File: config.mk
export PLATFORM = sky130hd
export DESIGN_NAME = fifo_sc_buf
export DESIGN_NICKNAME = d
export VERILOG_FILES = /design/src/rtl/fifo_sc_buf.sv
export SDC_FILE = /design/constraint.sdc
export NUM_CORES = 1
export LEC_CHECK = 0
export CAP_MARGIN = 20
export CELL_PAD_IN_SITES_DETAIL_PLACEMENT = 1
export CELL_PAD_IN_SITES_GLOBAL_PLACEMENT = 1
export CORE_MARGIN = 2
export CORE_UTILIZATION = 40
export DETAILED_ROUTE_END_ITERATION = 10
export GPL_TIMING_DRIVEN = 0
export PLACE_DENSITY_LB_ADDON = 0.1
export SETUP_SLACK_MARGIN = 0.3
export SLEW_MARGIN = 15
export SYNTH_ARGS = -nofsm -noshare
export SYNTH_HDL_FRONTEND = slang
export SYNTH_SLANG_ARGS = --single-unit
File: constraint.sdc
create_clock -name clk -period 4.6 [get_ports clk]
set_input_delay 0.92 -clock clk [delete_from_list [all_inputs] [get_ports clk]]
set_output_delay 0.92 -clock clk [all_outputs]
set_load 0.1 [all_outputs]
File: src/rtl/fifo_sc_buf.sv
// ---------------------------------------------------------------------------
// fifo_sc_buf
//   Single-clock FIFO: 2**ASIZE entries of DSIZE bits with registered read
//   data. It stages data words between producer and consumer logic in the
//   ANN datapath. A write needs both wreq and the global valid strobe.
//
// Ports
//   clk     in   1      single clock, rising edge
//   rst     in   1      synchronous reset, active-high
//   valid   in   1      write qualifier; blocks writes only
//   wreq    in   1      write request
//   wdata   in   DSIZE  write data
//   rreq    in   1      read request
//   rdata   out  DSIZE  read data, registered; holds when no read fires
//   wfull   out  1      FIFO holds 2**ASIZE entries
//   rempty  out  1      FIFO holds 0 entries
// ---------------------------------------------------------------------------
module fifo_sc_buf #(
  parameter int DSIZE = 11,
  parameter int ASIZE = 4
) (
  input  logic             clk,
  input  logic             rst,
  input  logic             valid,
  input  logic             wreq,
  input  logic [DSIZE-1:0] wdata,
  input  logic             rreq,
  output logic [DSIZE-1:0] rdata,
  output logic             wfull,
  output logic             rempty
);

  localparam int PW    = ASIZE + 1;
  localparam int DEPTH = 1 << ASIZE;

  // Pointers carry one extra wrap bit so full and empty are distinguishable
  // when the address bits coincide.
  logic [PW-1:0]    wptr_r;
  logic [PW-1:0]    rptr_r;
  logic [DSIZE-1:0] rdata_r;
  logic [DSIZE-1:0] mem_r [DEPTH];

  logic             do_write_s;
  logic             do_read_s;
  logic             full_s;
  logic             empty_s;

  // Flags from registered pointers, and fire conditions evaluated pre-edge.
  always_comb begin
    empty_s    = (wptr_r == rptr_r);
    full_s     = (wptr_r[ASIZE] != rptr_r[ASIZE]) &&
                 (wptr_r[ASIZE-1:0] == rptr_r[ASIZE-1:0]);
    do_write_s = valid && wreq && !full_s;
    do_read_s  = rreq && !empty_s;
  end

  assign wfull  = full_s;
  assign rempty = empty_s;
  assign rdata  = rdata_r;

  // Write pointer: advances on each accepted write, wraps modulo 2**PW.
  always_ff @(posedge clk) begin
    if (rst) begin
      wptr_r <= {PW{1'b0}};
    end else if (do_write_s) begin
      wptr_r <= wptr_r + PW'(1);
    end else begin
      wptr_r <= wptr_r;
    end
  end

  // Read pointer and registered read data; rdata holds when no read fires.
  always_ff @(posedge clk) begin
    if (rst) begin
      rptr_r  <= {PW{1'b0}};
      rdata_r <= {DSIZE{1'b0}};
    end else if (do_read_s) begin
      rptr_r  <= rptr_r + PW'(1);
      rdata_r <= mem_r[rptr_r[ASIZE-1:0]];
    end else begin
      rptr_r  <= rptr_r;
      rdata_r <= rdata_r;
    end
  end

  // Storage array; deliberately not reset, since reset only discards entries
  // by realigning the pointers.
  always_ff @(posedge clk) begin
    if (do_write_s) begin
      mem_r[wptr_r[ASIZE-1:0]] <= wdata;
    end
  end

endmodule

* Word level (Yosys, flattened, before mapping) *
Memory sizes are Yosys's and may differ from the RTL's. A register that Yosys moved wholly into a read port is not among the register bits.
Index checks and enable logic that the tools add are counted.
Widths: inputs -> output; s select.

word-level totals
  input bits = 16
  RAM bits = 176
  output and inout port bits = 13
  logic and storage cells = 16
  memories kept = 1
  flip-flop bits (word level) = 10

memories
  memory  depth  width  rd ports  clocked after Yosys merged registers in  write ports  line  text
  mem_r   16     11     1         1                                        1            41    logic [DSIZE-1:0] mem_r [DEPTH];

cells by class
  mux-type cells = 2
  reductions and logical operators = 6
  add/sub/neg operators = 2
  eq/ne operators = 3

operators by type and width
  operator             number
  $add 5x1->5 const B  2
  $eq 5x5->1           1
  $eq 4x4->1           1
  $logic_and 1x1->1    4
  $logic_not 1->1      2
  $mux 1               2
  $ne 1x1->1           1

* Longest topological paths before layout *
Gate-level depths: netlist of the first run.

  word-level depth = 6
  gate-level depth with buffers = 8
  gate-level depth less buffers = 5

* Worst setup path after synthesis of the first run *
No wires, ideal clock.

  path kind = flip-flop to output port
  start point = register rptr_r[1]
  end point = output rempty
  setup slack = 1.542 ns
  data required time = 3.680 ns
  data arrival time = 2.138 ns
  buffers on the path = 1
  cell stages (with the launch flop) = 5
  cells stage by stage = dfxtp_1 > buf_6 > xnor2_1 > nand4_1 > nor2_1

between the ends
  cells in the longest elaborated chain, start to end = 1

ends and longest elaborated chain
  element                 line  text
  from (decl)             39    logic [PW-1:0] rptr_r;
  from (signal assigned)  75    rptr_r <= {PW{1'b0}};
  from (signal assigned)  78    rptr_r <= rptr_r + PW'(1);
  from (signal assigned)  81    rptr_r <= rptr_r;
  $eq 5x5->1              50    empty_s = (wptr_r == rptr_r);
  to (decl)               30    output logic rempty

No other way between the ends.

* Final worst setup path of the first run *
  start point = register rptr_r[0]
  end point = output rempty

The elaborated chain is that of the path after synthesis.

==> impl_metrics.py, run 1 <==
metrics = {
    "run_status": {
        "outcome": "finished clean",
    },
    "yosys": {
        "synthDistinctLibCells": 36,
        "synthFlopType": "edfxtp_1",
        "synth.most_common_cell": "edfxtp_1",
        "synth_compound_area_frac": 0.04173,
        "ys_ff_latch": 197,
        "synthCells": 430,
        "synth.avg_cell_area_um2": 18.20,
        "synth_top_cell_area_share": 0.6754,
        "synthTopCellsByArea": "edfxtp_1 68%, mux4_2 9.5%, dfxtp_1 5.4%",
        "synth-adder-area-share": 0.007995,
        "yosys_warnings": 0,
        "synth_top_area_cell": "edfxtp_1",
        "synth_xor_area_frac": 0.01231,
        "ys_seq_area_frac": 0.7291,
        "yosys.area_share.simple": 0.05868,
        "synth_edf_count": 176,
        "synth.cell_area_um2": 7825,
        "syn_nets": 451,
        "synth_top_family_by_area": "multiplexers",
        "synthArstFlopShare": 0,
        "muxShareOfSynthArea": 0.1294,
        "synth_common_cells": "176 x edfxtp_1, 33 x mux4_2, 23 x mux2_2, 23 x nor3_1",
    },
    "critical_path": {
        "crit_start": "rptr_r[0]",
        "crit_slowest_cell": "clkdlybuf4s50_1",
        "r2r_end": "mem_r[4][10]",
        "cp.arrival_ns": 2.77,
        "worst-path-max-fanout": 9,
        "worstReg2RegStart": "rptr_r[0]",
        "crit_buf_inv": 2,
        "cp-start-kind": "register",
        "crit_chain": "buf_2 -> xnor2_1 -> nand4_1 -> nor2_1 -> clkdlybuf4s50_1",
        "cpPeakStageDelay_ns": 1.14,
        "worst_ep_required_time_ns": 3.68,
        "worstSetupPathType": "register to output pin",
        "cp_top_family": "buffers and inverters",
        "end_kind": "output pin",
        "ff2ff_path_depth": 6,
        "ff2ff_setup_slack_ns": 1.91,
    },
    "detailed_routing": {
        "drc": 0,
        "dr.pass1.iters": 4,
        "avgViaCountPerCell": 5.325,
        "avgRoutedWirePerCell_um": 24.05,
        "vias": 4031,
        "ant_nets": 0,
        "drt-initial-drc-count": 334,
        "drt_wl_total_um": 18210,
    },
    "timing": {
        "finalWorstSetupSlack_ns": 0.9087,
        "finalCriticalPeriod_ns": 3.691,
        "fin_tns_setup_ns": 0,
        "fin_worst_skew_ns": 0.01223,
        "final_hold_viol_count": 0,
        "slew-limit-headroom": 0.3409,
        "rsz0062_at_grt": "no",
        "hold_ws_ns": 0.4948,
        "slew_violations": 0,
        "tightest_slew_ns": 0.9856,
        "max_freq_mhz": 270.9,
        "fin_crit_sh": 0.8025,
        "setup-violations-final": 0,
    },
    "place": {
        "dp_hpwl_um": 11910,
        "post-place-ws_ns": 1.303,
        "placed_area_um2": 8467,
        "io_buffers": 28,
        "place_congestion": 0.7477,
        "dp_cells": 725,
    },
    "layout": {
        "antenna_cells": 0,
        "fin_area_um2": 9064,
        "layoutNonFillerInstCount": 757,
        "final_util": 0.4688,
        "nNetsFinal": 501,
        "areaGrowthSynthToFinish_pct": 15.83,
        "final_layout_size_suffix_gt1_frac": 0.2419,
    },
    "power": {
        "p_switching_mw": 1.030,
        "internal_power_mw": 2.928,
        "comb_power_share": 0.119,
        "power_density_nw_per_um2": 436.7,
        "irDropWorstVdd_mv": 0.2302,
        "seq_power_share": 0.502,
        "finalPower_mw": 3.958,
        "clockPowerShare": 0.378,
        "switching_share": 0.2603,
        "leakage_nw": 2.861,
    },
    "cts": {
        "ctsHoldBuffers": 0,
        "cts.clk_slew.worst_paths_ns": 0.08,
        "ctsResizeCount": 0,
        "clockBufferDepth": 2,
        "clock_latency_ns": 0.44,
        "clock-sinks": 197,
        "ctsRootBufferMaster": "clkbuf_16",
        "htreeDepth": 4,
        "cts_setup_buffers": 0,
        "cts_tree": "done",
        "cts_buffers": 17,
    },
    "die": {
        "die-area_um2": 20700,
        "dieHeight_um": 143.9,
        "start_util": 0.4047,
        "core-area_um2": 19330,
        "die_w_um": 143.9,
        "io_pins": 29,
        "rows": 51,
    },
    "global_route": {
        "gr-usage-all-layers": 0.1920,
        "antenna_found_initial": 0,
        "grt_start_max_net_pins": 19,
        "grt_pass1_vias": 4344,
        "grt_overflow": 0,
        "grt_pass1_wl_um": 27630,
    },
    "run": {
        "maxCapViolations": 0,
    },
    "worst_hold_path": {
        "hold_end": "rdata[7]",
        "min_path_cells": 2,
        "min_path_type": "register to register",
        "hp-start": "rdata[7]",
    },
}
[worst max path at each step]
stage,to,slack (ns),depth (start not counted)
2_1_floorplan,rempty,1.54,4
3_3_place_gp,mem_r[3][1],1.01,4
3_5_place_dp,mem_r[4][1],1.30,5
4_1_cts,wfull,0.88,5
5_1_grt,wfull,0.73,5
6_report,rempty,0.91,5
[cell type report]
| cell class | instances | area [um^2] |
|---|---|---|
| Fill cell | 1821 | 10270 |
| Sequential cell | 197 | 5705 |
| Multi-Input combinational cell | 204 | 1968 |
| Clock buffer | 17 | 425.4 |
| Tap cell | 265 | 331.6 |
| Timing Repair Buffer | 31 | 306.5 |
| Clock inverter | 14 | 163.9 |
| Buffer | 27 | 155.1 |
| Inverter | 2 | 7.507 |
[placed cells by master (no fill, tap or decap), types with 2 or more instances in the layout]
cell	count
buf_2	12
and3_1	12
nor2b_1	16
buf_6	3
clkbuf_16	17
nor2_1	21
nand3_1	3
nand4_1	2
xor2_1	3
clkdlybuf4s50_1	28
a21oi_1	2
inv_6	4
clkbuf_1	8
a211oi_1	17
o211ai_1	2
mux4_2	33
o21ai_0	2
nand2_1	4
nor3_1	22
a211oi_2	5
dfxtp_1	21
clkinv_4	2
bufinv_16	2
mux2_2	23
edfxtp_1	176
inv_1	2
o22ai_1	11
ha_1	5
xnor2_1	8
and2_1	2
inv_8	3
buf_4	5
[registers in the layout, indices dropped and copies added (netlist names)]
name / cells
mem_r: 176
rptr_r: 5
wptr_r: 5
rdata: 11
[per-layer routing]
layer / vias to the layer above / track usage / wire, um
met5: - / 0 / 0
met4: 0 / 0.06037 / 321
met3: 19 / 0.03965 / 802
met2: 75 / 0.3100 / 8750
met1: 2119 / 0.2630 / 8335
li1: 1818 / - / -
[power by group through the flow]
| stage | combinational [mW] | sequential, mW | clock, mW |
|---|---|---|---|
| finish | 0.472 | 1.99 | 1.50 |
| detailed placement | 0.475 | 2.03 | 0 |
| global route | 0.501 | 1.99 | 1.59 |
| CTS | 0.476 | 1.99 | 1.53 |
| global placement | 0.469 | 2.03 | 0 |
| floorplan | 0.196 | 2.15 | 0 |
[kinds of logic after synthesis]
group / after synthesis
flops: 197
xor+xnor: 11
fa+ha+maj: 5
simple gates: 88
buf+inv: 29
compound gates: 43
mux: 57
[worst reg2reg max path: stages (launching register included)]
cell and delay [ns]:
dfxtp_1 0.34, buf_2 0.28, xnor2_1 0.13, and4_1 0.24, a21boi_2 0.33, clkbuf_1 0.29, and3_1 0.71
(Power assumes the default switching activity.)
==> run 2, diff against run 1 <==
clock period = 3.1 ns   (was 4.6 ns; I/O delays follow)
==> run 2 against run 1 <==
Cell area about the same. Combinational power rose by 48%. Critical path type is now register to register. Power up 48%. Global-route usage did not move. Final cell count is the same.
==> impl_metrics.py, run 2 (synthesis gave the netlist of run 1 again) <==
metrics = {
    "run_status": {
        "outcome": "finished clean",
    },
    "critical_path": {
        "worst-path-max-fanout": 11,
        "end_kind": "register",
        "cp.arrival_ns": 2.68,
        "worst_ep_required_time_ns": 3.17,
        "ff2ff_path_depth": 6,
        "worstReg2RegStart": "rptr_r[0]",
        "cp-start-kind": "register",
        "worstSetupPathType": "register to register",
        "crit_start": "rptr_r[0]",
        "ff2ff_setup_slack_ns": 0.48,
        "r2r_end": "mem_r[10][3]",
    },
    "die": {
        "io_pins": 29,
        "die_w_um": 143.9,
        "die-area_um2": 20700,
        "core-area_um2": 19330,
        "dieHeight_um": 143.9,
        "rows": 51,
        "start_util": 0.4047,
    },
    "cts": {
        "clock_latency_ns": 0.44,
        "cts_buffers": 17,
        "cts_tree": "done",
        "htreeDepth": 4,
        "clockBufferDepth": 2,
        "clock-sinks": 197,
        "ctsHoldBuffers": 0,
        "cts.clk_slew.worst_paths_ns": 0.08,
        "cts_setup_buffers": 0,
        "ctsRootBufferMaster": "clkbuf_16",
    },
    "detailed_routing": {
        "vias": 4046,
        "dr.pass1.iters": 4,
        "drc": 0,
        "avgViaCountPerCell": 5.345,
        "ant_nets": 0,
        "avgRoutedWirePerCell_um": 24.06,
        "drt_wl_total_um": 18220,
        "drt-initial-drc-count": 310,
    },
    "global_route": {
        "grt_pass1_wl_um": 27630,
        "grt_overflow": 0,
        "antenna_found_initial": 0,
        "grtUsageMet3": 0.03965,
        "grt.met2_usage": 0.3100,
        "grt_pass1_vias": 4344,
        "grt_start_max_net_pins": 19,
        "busiest_layer": "met2",
        "gr-usage-all-layers": 0.1920,
        "use_met1": 0.2630,
    },
    "timing": {
        "slew-limit-headroom": 0.3409,
        "fin_worst_skew_ns": 0.01607,
        "finalCriticalPeriod_ns": 2.618,
        "fin_tns_setup_ns": 0,
        "setup-violations-final": 0,
        "finalWorstSetupSlack_ns": 0.4817,
        "rsz0062_at_grt": "no",
        "slew_violations": 0,
        "fin_crit_sh": 0.8446,
        "hold_ws_ns": 0.4949,
        "tightest_slew_ns": 0.9856,
        "max_freq_mhz": 381.9,
        "final_hold_viol_count": 0,
    },
    "worst_hold_path": {
        "min_path_type": "register to register",
        "min_path_cells": 2,
        "hold_end": "rdata[7]",
        "hp-start": "rdata[7]",
    },
    "layout": {
        "largest_register_ffs": 176,
        "layoutNonFillerInstCount": 757,
        "layout_commonest_cell": "edfxtp_1",
        "areaGrowthSynthToFinish_pct": 15.88,
        "mostFrequentLayoutCells": "176 x edfxtp_1, 33 x mux4_2, 26 x clkdlybuf4s50_1",
        "fillers": 1815,
        "antenna_cells": 0,
        "nNetsFinal": 501,
        "final_layout_size_suffix_gt1_frac": 0.2602,
    },
    "place": {
        "place_congestion": 0.7477,
        "io_buffers": 28,
        "dp_cells": 725,
        "dp_hpwl_um": 11910,
        "post-place-ws_ns": 0.1031,
    },
    "power": {
        "irDropWorstVdd_mv": 0.3427,
        "finalPower_mw": 5.875,
        "leakage_nw": 2.860,
        "power_density_nw_per_um2": 647.9,
    },
    "run": {
        "maxCapViolations": 0,
    },
}
==> run 2: cell types whose count changed in the layout (fill, tap and decap cells not counted) <==
| cell | previous run | this run |
|---|---|---|
| clkbuf_4 | 0 | 2 |
| and3_1 | 12 | 5 |
| and3_2 | 0 | 7 |
| clkdlybuf4s50_1 | 28 | 26 |
==> run 2: how the worst max path moves through the flow <==
stage / endpoint
finish: mem_r[10][3]
global route: mem_r[12][4]
CTS: mem_r[0][6]
detailed placement: mem_r[4][1]
global placement: mem_r[3][1]
floorplan: rempty
==> run 2: timing repair <==
item                                    in CTS  in global routing
resized for setup                           10                  9
hold endpoints to repair                     0                  0
endpoints found under the setup margin       2                 79
==> run 2: where the power goes <==
group	internal, mW	switching, mW	leakage, nW
Sequential	2.93	0.0207	1.76
Combinational	0.202	0.496	0.817
Clock	1.21	1.02	0.286
==> run 2: area by class of cell <==
class	count	area [um^2]	share of cell area
Buffer	27	155.1	0.01711
Clock buffer	17	425.4	0.04692
Clock inverter	14	163.9	0.01808
Inverter	2	7.507	0.0008279
Multi-Input combinational cell	204	1977	0.2180
Sequential cell	197	5705	0.6292
Tap cell	265	331.6	0.03657
Timing Repair Buffer	31	301.5	0.03326
==> run 2: per-layer routing <==
metal  routed length, um  up-vias
met5                   0        -
met4                 320        0
met3                 712       18
met2                8797       73
met1                8387     2135
li1                    -     1820
==> run 2: metrics by stage <==
stage,area [um^2],utilization
detailed placement,8467,0.4379
floorplan,7825,-
finish,9067,0.4690
global route,9067,0.4690
global placement,8437,0.4364
CTS,9046,0.4679
==> run 2: worst max-delay path, cell delays in order, from the launching register on <==
cell and delay [ns]:
dfxtp_1 0.34, buf_2 0.28, xnor2_1 0.13, and4_1 0.24
a21boi_2 0.33, clkbuf_1 0.29, and3_1 0.63
==> run 3, diff against run 2 <==
clock period = 2.36 ns   (was 3.1 ns; I/O delays follow)
==> run 3 against run 2 <==
Sequential share of layout area shrank 5.6 points. Clock skew decreased by 0.0051 ns. Via count grew 8.0%. Combinational power grew 76%. Sequential power is 32% higher. Cell area increased by 10%. First-iteration DRC count rose by 53%. Register-to-register slack worse by 0.27 ns. Global-route usage is 1.4 points higher. Final cell count up 4.9%. Critical endpoint is now rempty.
==> impl_metrics.py, run 3 (synthesis gave the netlist of run 1 again) <==
metrics = {
    "run_status": {
        "outcome": "finished clean",
    },
    "power": {
        "power_density_nw_per_um2": 809.3,
        "leakage_nw": 3.183,
        "finalPower_mw": 8.071,
        "irDropWorstVdd_mv": 0.5014,
    },
    "global_route": {
        "gr-usage-all-layers": 0.2060,
        "grt_overflow": 0,
        "grt_start_max_net_pins": 23,
        "grt_pass1_vias": 4395,
        "grt_pass1_wl_um": 29330,
        "antenna_found_initial": 0,
    },
    "die": {
        "rows": 51,
        "die_w_um": 143.9,
        "core-area_um2": 19330,
        "io_pins": 29,
        "die-area_um2": 20700,
        "dieHeight_um": 143.9,
        "start_util": 0.4047,
    },
    "layout": {
        "nNetsFinal": 537,
        "areaGrowthSynthToFinish_pct": 27.44,
        "antenna_cells": 0,
        "layoutNonFillerInstCount": 794,
        "final_layout_size_suffix_gt1_frac": 0.4083,
        "layout_commonest_cell": "edfxtp_1",
        "mostFrequentLayoutCells": "176 x edfxtp_1, 33 x mux4_2, 22 x buf_4",
        "largest_register_ffs": 176,
    },
    "critical_path": {
        "end_kind": "output pin",
        "ff2ff_setup_slack_ns": 0.21,
        "cp_top_family": "simple AND/OR/NAND/NOR gates",
        "worst_ep_required_time_ns": 1.89,
        "worstReg2RegStart": "rptr_r[1]",
        "cp.arrival_ns": 1.70,
        "worst-path-max-fanout": 4,
        "r2r_end": "rdata[0]",
        "crit_buf_inv": 2,
        "ff2ff_path_depth": 7,
        "cpMostUsedCell": "buf_12",
        "cpPeakStageDelay_ns": 0.37,
        "cp-start-kind": "register",
        "crit_slowest_cell": "dfxtp_4",
        "worstSetupPathType": "register to output pin",
        "crit_chain": "buf_12 -> xnor2_4 -> nand4_1 -> nor2_2 -> buf_12",
    },
    "run": {
        "maxCapViolations": 0,
    },
    "cts": {
        "cts_tree": "done",
        "ctsHoldBuffers": 0,
        "clock_latency_ns": 0.44,
        "cts.clk_slew.worst_paths_ns": 0.08,
        "clockBufferDepth": 2,
        "cts_buffers": 17,
        "clock-sinks": 197,
        "htreeDepth": 4,
        "ctsRootBufferMaster": "clkbuf_16",
    },
    "timing": {
        "final_hold_viol_count": 0,
        "fin_crit_sh": 0.9206,
        "slew-limit-headroom": 0.2584,
        "slew_violations": 0,
        "tightest_slew_ns": 1.112,
        "finalCriticalPeriod_ns": 2.173,
        "setup-violations-final": 0,
        "fin_worst_skew_ns": 0.01096,
        "max_freq_mhz": 460.3,
        "finalWorstSetupSlack_ns": 0.1874,
        "rsz0062_at_grt": "yes",
        "hold_ws_ns": 0.4916,
    },
    "worst_hold_path": {
        "min_path_type": "register to register",
        "hold_end": "rdata[10]",
        "min_path_cells": 2,
        "hp-start": "rdata[10]",
    },
    "detailed_routing": {
        "drt_wl_total_um": 20700,
        "drc": 0,
        "drt-initial-drc-count": 474,
        "avgRoutedWirePerCell_um": 26.07,
        "dr.pass1.iters": 5,
        "vias": 4369,
        "ant_nets": 0,
        "avgViaCountPerCell": 5.503,
    },
    "place": {
        "place_congestion": 0.7585,
        "post-place-ws_ns": -0.4955,
        "dp_cells": 724,
        "dp_hpwl_um": 11890,
        "io_buffers": 28,
    },
}
[run 3: timing repair]
action / in CTS / in global routing
cloned: 10 / 2
endpoints found under the setup margin: 192 / 172
resized for setup: 107 / 63
pin swaps: 10 / 25
setup buffers: 11 / 15
[run 3: area by class of cell]
type                    instances  area (um^2)
well taps                     265        331.6
fillers                      1766         9363
plain buffers                  27        255.2
clock inverters                15        193.9
clock buffers                  17        425.4
repair buffers                 57        643.1
inverters                       2        7.507
multi-input cells             214         2404
flip-flops and latches        197         5712
[run 3: worst register-to-register path: cells and delay by family (launching register included)]
family / cells / cell delay (ns)
AO/OA/AOI/OAI: 1 / 0.29
multiplexers: 2 / 0.86
flip-flops: 1 / 0.38
buffers and inverters: 3 / 0.39
AND/OR/NAND/NOR: 1 / 0.09
[run 3: where the power goes]
group          leakage [nW]  total [mW]  internal (mW)  switching [mW]
Sequential             1.76        3.88           3.85          0.0299
Combinational          1.12        1.23          0.449           0.781
Clock                 0.300        2.96           1.46            1.50
[run 3: metrics by stage]
step | setup TNS [ns] | utilization | instance area [um^2]
after global placement | -64.50 | 0.4369 | 8447
after detailed placement | -59.72 | 0.4378 | 8464
after global routing | 0 | 0.5158 | 9972
after CTS | 0 | 0.4917 | 9507
after floorplan | 0 | - | 7835
final | 0 | 0.5158 | 9972
[run 3: per-layer routing]
| metal | wire length [um] | track usage | vias to the layer above |
|---|---|---|---|
| met2 | 9925 | 0.3246 | 111 |
| met3 | 812 | 0.04165 | 28 |
| met4 | 405 | 0.06553 | 0 |
| li1 | - | - | 1901 |
| met1 | 9559 | 0.2898 | 2329 |
| met5 | 0 | 0 | - |
[run 3: how the worst max path moves through the flow]
stage | from | to | cells past startpoint
finish | rptr_r[1] | rempty | 5
global route | rptr_r[1] | rempty | 5
CTS | rptr_r[1] | wfull | 5
detailed placement | valid | mem_r[4][3] | 5
global placement | valid | mem_r[15][5] | 4
floorplan | rptr_r[1] | rempty | 4
